==> config.mk <==
export PLATFORM = sky130hd
export DESIGN_NAME = inc_chk_pos
export DESIGN_NICKNAME = d
export VERILOG_FILES = /design/src/rtl/inc_chk_pkg.sv /design/src/rtl/inc_chk_pos.sv
export SDC_FILE = /design/constraint.sdc
export NUM_CORES = 1
export LEC_CHECK = 0
export CELL_PAD_IN_SITES_DETAIL_PLACEMENT = 1
export CELL_PAD_IN_SITES_GLOBAL_PLACEMENT = 1
export CORE_MARGIN = 10
export CORE_UTILIZATION = 42
export CTS_CLUSTER_SIZE = 30
export DETAILED_ROUTE_END_ITERATION = 8
export GPL_TIMING_DRIVEN = 0
export PLACE_DENSITY = 0.81
export SLEW_MARGIN = 25
export SYNTH_ARGS = -nofsm -noshare
export SYNTH_HDL_FRONTEND = slang
export SYNTH_SLANG_ARGS = --single-unit
==> constraint.sdc <==
create_clock -name clk -period 7.8 [get_ports clk]
set_input_delay 1.17 -clock clk [delete_from_list [all_inputs] [get_ports clk]]
set_output_delay 1.17 -clock clk [all_outputs]
set_load 0.02 [all_outputs]
==> src/rtl/inc_chk_pkg.sv <==
// inc_chk_pkg: field offsets and state encoding shared by the inc_chk checker.
// Control word is {width, height, 4'h0}; pixel beat is {y[7:0], x[15:0]}.
package inc_chk_pkg;

    localparam int DIM_W = 16;

    localparam int WIDTH_MSB  = 35;
    localparam int WIDTH_LSB  = 20;
    localparam int HEIGHT_MSB = 19;
    localparam int HEIGHT_LSB = 4;
    localparam int RSVD_MSB   = 3;
    localparam int RSVD_LSB   = 0;

    localparam int X_MSB = 15;
    localparam int X_LSB = 0;
    localparam int Y_MSB = 23;
    localparam int Y_LSB = 16;

    typedef enum logic {
        WAIT_CTRL = 1'b0,
        CHECK     = 1'b1
    } state_e;

endpackage

==> src/rtl/inc_chk_pos.sv <==
// inc_chk_pos: loadable expected raster coordinate counter.
// Wraps x at width-1 and y at height-1; can restart from a received coordinate.
module inc_chk_pos
    import inc_chk_pkg::*;
(
    input  logic             clk,
    input  logic             rst,
    input  logic             load_i,
    input  logic [DIM_W-1:0] width_i,
    input  logic [DIM_W-1:0] height_i,
    input  logic             adv_i,
    input  logic             resync_i,
    input  logic [DIM_W-1:0] rx_i,
    input  logic [7:0]       ry_i,
    output logic [DIM_W-1:0] exp_x_o,
    output logic [DIM_W-1:0] exp_y_o,
    output logic             last_pixel_o
);

    logic [DIM_W-1:0] width_q, height_q, x_q, y_q;
    logic [DIM_W-1:0] x_d, y_d;
    logic [DIM_W-1:0] w, h, bx, by, ry_full;
    logic             x_end, y_end, jump;

    assign w       = load_i ? width_i  : width_q;
    assign h       = load_i ? height_i : height_q;
    assign exp_x_o = load_i ? '0 : x_q;
    assign exp_y_o = load_i ? '0 : y_q;
    assign ry_full = {exp_y_o[DIM_W-1:8], ry_i};

    // out-of-range data is corruption, not a skip: keep own count then
    assign jump = resync_i && (rx_i < w) && (ry_full < h);
    assign bx   = jump ? rx_i    : exp_x_o;
    assign by   = jump ? ry_full : exp_y_o;

    assign x_end        = (bx >= w - 1'b1);
    assign y_end        = (by >= h - 1'b1);
    assign last_pixel_o = x_end && y_end;

    always_comb begin
        x_d = x_q;
        y_d = y_q;
        if (adv_i) begin
            x_d = x_end ? '0 : bx + 1'b1;
            y_d = x_end ? (y_end ? '0 : by + 1'b1) : by;
        end else if (load_i) begin
            x_d = '0;
            y_d = '0;
        end
    end

    always_ff @(posedge clk or negedge rst) begin
        if (!rst) begin
            width_q  <= '0;
            height_q <= '0;
            x_q      <= '0;
            y_q      <= '0;
        end else begin
            if (load_i) begin
                width_q  <= width_i;
                height_q <= height_i;
            end
            x_q <= x_d;
            y_q <= y_d;
        end
    end

endmodule

## Yosys cells after proc, flatten, opt, wreduce, memory -nomap -nowiden

Cells that the tools add are included.

| cells by class | value |
|---|---|
| add/sub/neg operators | 4 |
| magnitude comparators | 4 |
| muxes and demuxes | 11 |
| reductions and logical operators | 3 |

Operator list:

| cell | number |
|---|---|
| $mux W16 | 10 |
| $add A16 B1 Y16 const B | 2 |
| $ge A16 B16 Y1 | 2 |
| $lt A16 B16 Y1 | 2 |
| $sub A16 B1 Y16 const B | 2 |
| $mux W8 | 1 |
| $logic_and A1 B1 Y1 | 3 |

| word-level totals | value |
|---|---|
| bits in registers | 64 |
| bits of input ports | 61 |
| output and inout port bits | 33 |
| logic and storage cells | 26 |

## Logic depth before layout (Yosys ltp)

Gate-level depths: netlist (run 1).

| logic depth | value |
|---|---|
| word-level depth | 9 |
| depth in mapped cells | 28 |
| depth with buffers taken out | 22 |

## Least setup slack after synthesis (run 1)

No wires, ideal clock.

| timing | value |
|---|---|
| path type | input -> output |
| start point | input port load_i |
| end point | output port last_pixel_o |
| arrival time | 6.194 ns |
| required time | 6.630 ns |
| path slack | 0.436 ns |
| cell stages on the path | 24 |
| buffers on the path | 7 |
| path through | buf_2 -> buf_2 -> buf_6 -> buf_2 -> buf_1 -> nand2b_1 -> inv_1 -> ha_1 -> nand4_1 -> or4_1 -> a21o_1 -> nand3_4 -> buf_6 -> buf_2 -> mux2i_1 -> inv_1 -> ha_1 -> nand2_1 -> o21ai_0 -> a41oi_1 -> o41a_1 -> nand2_1 -> nand2_1 -> inv_1 |

| between the ends | value |
|---|---|
| elaborated cells between the ends (all ways) | 15 |
| classes of those cells | add/sub: 2; order compare: 4; mux: 6; reduce/logical: 3 |

RTL lines:

| item | line | source |
|---|---|---|
| from (decl) | inc_chk_pos.sv:8 | `input logic load_i,` |
| $mux W16 * | n/a |  |
| named net exp_y_o[12] | inc_chk_pos.sv:16 | `output logic [DIM_W-1:0] exp_y_o,` |
| $lt A16 B16 Y1 | inc_chk_pos.sv:32 | `assign jump = resync_i && (rx_i < w) && (ry_full < h);` |
| $logic_and A1 B1 Y1 | inc_chk_pos.sv:32 |  |
| $mux W16 / $mux W8 (equally long branches) | inc_chk_pos.sv:33, inc_chk_pos.sv:34 |  |
| $ge A16 B16 Y1, on equally long branches | inc_chk_pos.sv:36, inc_chk_pos.sv:37 |  |
| $logic_and A1 B1 Y1 * | inc_chk_pos.sv:38 | `assign last_pixel_o = x_end && y_end;` |
| to (decl) | inc_chk_pos.sv:17 | `output logic last_pixel_o` |

Mark *: on every way through the listed nets, which the timed path passes. The rest lies on a longest branch.

## Worst setup path after layout (run 1)

| timing | value |
|---|---|
| start point | input port load_i |
| end point | output port last_pixel_o |

| between the ends | value |
|---|---|
| longest elaborated chain between the ends | 7 |
| elaborated cells between the ends (all ways) | 15 |
| classes of those cells | add/sub: 2; order compare: 4; mux: 6; reduce/logical: 3 |

RTL lines:

| item | line |
|---|---|
| $mux W16 | n/a |
| $lt A16 B16 Y1 | inc_chk_pos.sv:32 |
| $logic_and A1 B1 Y1 (2 in a row) | inc_chk_pos.sv:32 |
| $mux W16 / $mux W8 (equally long branches) | inc_chk_pos.sv:33, inc_chk_pos.sv:34 |
| $ge A16 B16 Y1, on equally long branches | inc_chk_pos.sv:36, inc_chk_pos.sv:37 |
| $logic_and A1 B1 Y1 * | inc_chk_pos.sv:38 |

Every way passes the cells marked *; elsewhere a longest branch is shown, timed or not.

==> results of run 1 <==
-- timing repair --
item | CTS | global route
endpoints found under the hold margin | 0 | 0
setup endpoints to repair | 33 | 1
buffers inserted | 3 | 0
gates resized for setup | 61 | 12
cloned | 0 | 0
pin swaps | 4 | 3
-- critical path: cells and delay by family --
family | cells | cell delay [ps]
mux | 1 | 270
buf+inv | 10 | 1680
fa+ha+maj | 2 | 610
compound gates | 5 | 1240
simple gates | 6 | 1420
-- flip-flops by register name, summed over array words and instances (netlist names) --
signal    count
y_q          16
height_q     16
x_q          16
width_q      16
-- synthesized netlist by cell type, drive strengths merged, types with 4 or more instances --
cell type  count  area, µm²
a21oi         23        119
clkbuf         8       30.0
ha            66        826
dfrtp         64       1600
o22ai          8       50.1
a21o          12       90.1
mux2          14        161
nor4          12       81.3
nor3           9       61.3
and3           5       31.3
mux2i         52        528
nand3         35        188
nor2b         22        138
nand2b        16        100
inv           65        244
o31ai          6       45.0
nor2          31        116
nand2         57        214
and4           4       35.0
and2           6       37.5
o211ai         6       50.1
xnor2         31        272
nand4         10       62.6
o21ai         21        105
buf           11       75.1
or4            9       67.6
o21a           4       30.0
xor2           9       78.8
or3            4       25.0
-- layout make-up --
type | count | area share (%)
multi-input cells | 514 | 53.6
flip-flops and latches | 64 | 20.9
repair buffers | 97 | 12.7
inverters | 65 | 3.19
clock buffers | 10 | 3.12
well taps | 180 | 2.94
plain buffers | 17 | 2.34
clock inverters | 6 | 1.19
-- cells by family (layout without fill, tap and decap cells) --
family	Yosys count	count (layout)	share of synthesized area, %
multiplexers	66	66	11.8
AND/OR/NAND/NOR	224	224	20.3
buffers and inverters	84	195	5.98
XOR/XNOR	40	40	6.00
flip-flops	64	64	27.4
adder cells (fa/ha/maj)	66	66	14.1
AO/OA/AOI/OAI	118	118	14.4
-- routing by layer --
metal / part of all wire [%] / track usage [%]
met2: 50 / 39.4
met1: 40 / 25.2
met3: 6.5 / 5.65
met4: 3.3 / 8.92
met5: 0 / 0
-- path summary, 6_finish.rpt --
path	from	to	slack (ps)	cells past startpoint
max	load_i	last_pixel_o	190	24
min	width_q[15]	width_q[15]	540	2
max reg2reg	y_q[9]	x_q[13]	1840	22
min reg2reg	width_q[15]	width_q[15]	540	2
max in group asynchronous	rst	y_q[10]	6490	2
min in group asynchronous	rst	y_q[4]	770	1
-- power groups by stage --
| stage | Sequential (mW) | Combinational, mW | Clock (mW) |
|---|---|---|---|
| 6_report | 0.374 | 0.428 | 0.465 |
| 5_1_grt | 0.377 | 0.468 | 0.487 |
| 4_1_cts | 0.374 | 0.420 | 0.468 |
| 3_5_place_dp | 0.378 | 0.391 | 0 |
| 3_3_place_gp | 0.376 | 0.370 | 0 |
| 2_1_floorplan | 0.374 | 0.247 | 0 |
==> summary.md, run 1 <==
| Metric | Value |
|---|---|
| Htree depth | 3 |
| Clock share of power | 36.7% |
| Status | finished, final reports clean |
| Combinational power share | 33.8% |
| DRT iter0 DRCs | 339 |
| GR Util All Layers | 22.4% |
| Clk slew on worst S/H paths | 60 ps |
| Worst Tran Pin Value | 836 ps |
| Switching Fraction | 34.0% |
| Share of layout cells above drive strength 1 | 11.3% |
| Internal | 837 µW |
| Skew final | 9.14 ps |
| Initial antenna violation count | 0 |
| DP Area | 0.00702 mm² |
| WS Path Type | in -> out |
| CTS tree | yes |
| DRT Wirelength | 20900 µm |
| I/O pin cnt | 94 |
| Setup TNS | 0 ps |
| Share of flip-flops with an asynchronous set or reset | 100% |
| Post-Syn Area | 0.00584 mm² |
| Clock Tree Buf Depth | 2 |
| First-pass GRT wire length | 33100 µm |
| Die height | 138 µm |
| Post-Route Utilization | 55.6% |
| Count of warnings emitted by yosys | 0 |
| Post-CTS Hold Buffers | 0 |
| Site Rows | 43 |
| Clk Latency, worst-skew pair | 360 ps |
| Main synth FF type | dfrtp_1 |
| Hpwl dp | 16200 µm |
| Startpoint types | input pin |
| Post-route setup slack | 188 ps |
| Synthesis-to-finish area growth | 31.1% |
| Critical path's largest stage delay | 600 ps |
| Post-route ant nets | 0 |
| Nets | 895 |
| Area of the multi-input gates | 0.00411 mm² |
| Placeable Area | 0.0138 mm² |
| Most used cell, CP | buf_12 |
| Filler Cells Inserted | 1615 |
| Min Tclk post-route | 7610 ps |
| Crit-path cells | clkdlybuf4s15_2 -> buf_12 -> buf_12 -> buf_12 -> nand2b_4 -> inv_1 -> ha_1 -> nand4_1 -> or4_4 -> a21o_1 -> nand3_4 -> buf_8 -> buf_8 -> mux2i_4 -> inv_1 -> ha_1 -> a2111o_1 -> a31oi_1 -> o21ai_1 -> a221oi_1 -> nand2_1 -> nand2_4 -> inv_2 -> clkdlybuf4s15_2 |
| Final Cycle Share | 97.6% |
| WL/cell | 21.9 µm |
| Routability Congestion | 0.934 |
| Achievable Freq | 131 MHz |
| Rel. slew slack | 43.8% |
| Syn_area_per_cell | 8.82 µm² |
| Power consumption | 1.27 mW |
| Root Buffer | clkbuf_16 |
| Max Slew Vio Count | 0 |
| GRT overflow | 0 |
| Leakage power | 3.54 nW |
| Worst hold path class | reg -> reg |
| # setup viols final | 0 |
| Place WS | -2470 ps |
| Final Hold Fails | 0 |
| Starting Density | 42.4% |
| Vias in the first global route | 6314 |
| Placed Cells | 936 |
| Worst Path Arrival | 6440 ps |
| Crit end category | output pin |
| Worst EP required | 6630 ps |
| Worst VDD drop | 0.000112 V |
| Unrepaired setup endpoints after global routing | no |
| Sequential area share after synthesis | 27.4% |
| #FFs+latches synth | 64 |
| Max_cap viols | 0 |
| First-pass DRT Iterations | 4 |
| EDFF count, synth | 0 |
| Total die area | 0.0190 mm² |
| CP Max Fanout | 28 |
| Most frequent cells in the layout | clkdlybuf4s50_1, ha_1, dfrtp_1, inv_1, nand2_1 |
| Final instance area | 0.00766 mm² |
| Most common cell after layout, fill and taps aside | clkdlybuf4s50_1 |
| CP max-delay cell | or4_4 |
| Via/cell ratio | 5.84 |
| Die extent in x | 138 µm |
| Worst Hold Margin | 540 ps |
| Largest net degree at the start of global routing | 35 |
| Via count | 5570 |
| Power per Cell Area | 165 mW/mm² |
| Residual DRC | 0 |
| Syn Nets | 789 |
| PortBufs | 93 |
| Antenna diodes | 0 |
| Flop pwr share | 29.6% |
| Final Non-Filler Cells | 953 |
| Storage cell area | 0.00160 mm² |
| TritonCTS buffer count | 9 |
| Clock Sinks | 64 |
| Cells after Synth | 662 |
| Psw | 430 µW |
| Yosys cell types | 68 |
No activity file was read; power rests on OpenSTA's default activity.
==> run 2: changes to the inputs <==
CTS_CLUSTER_DIAMETER = 50   (was unset)
==> results of run 2 <==
Final layout, timing and power as in run 1 (identical DEF).
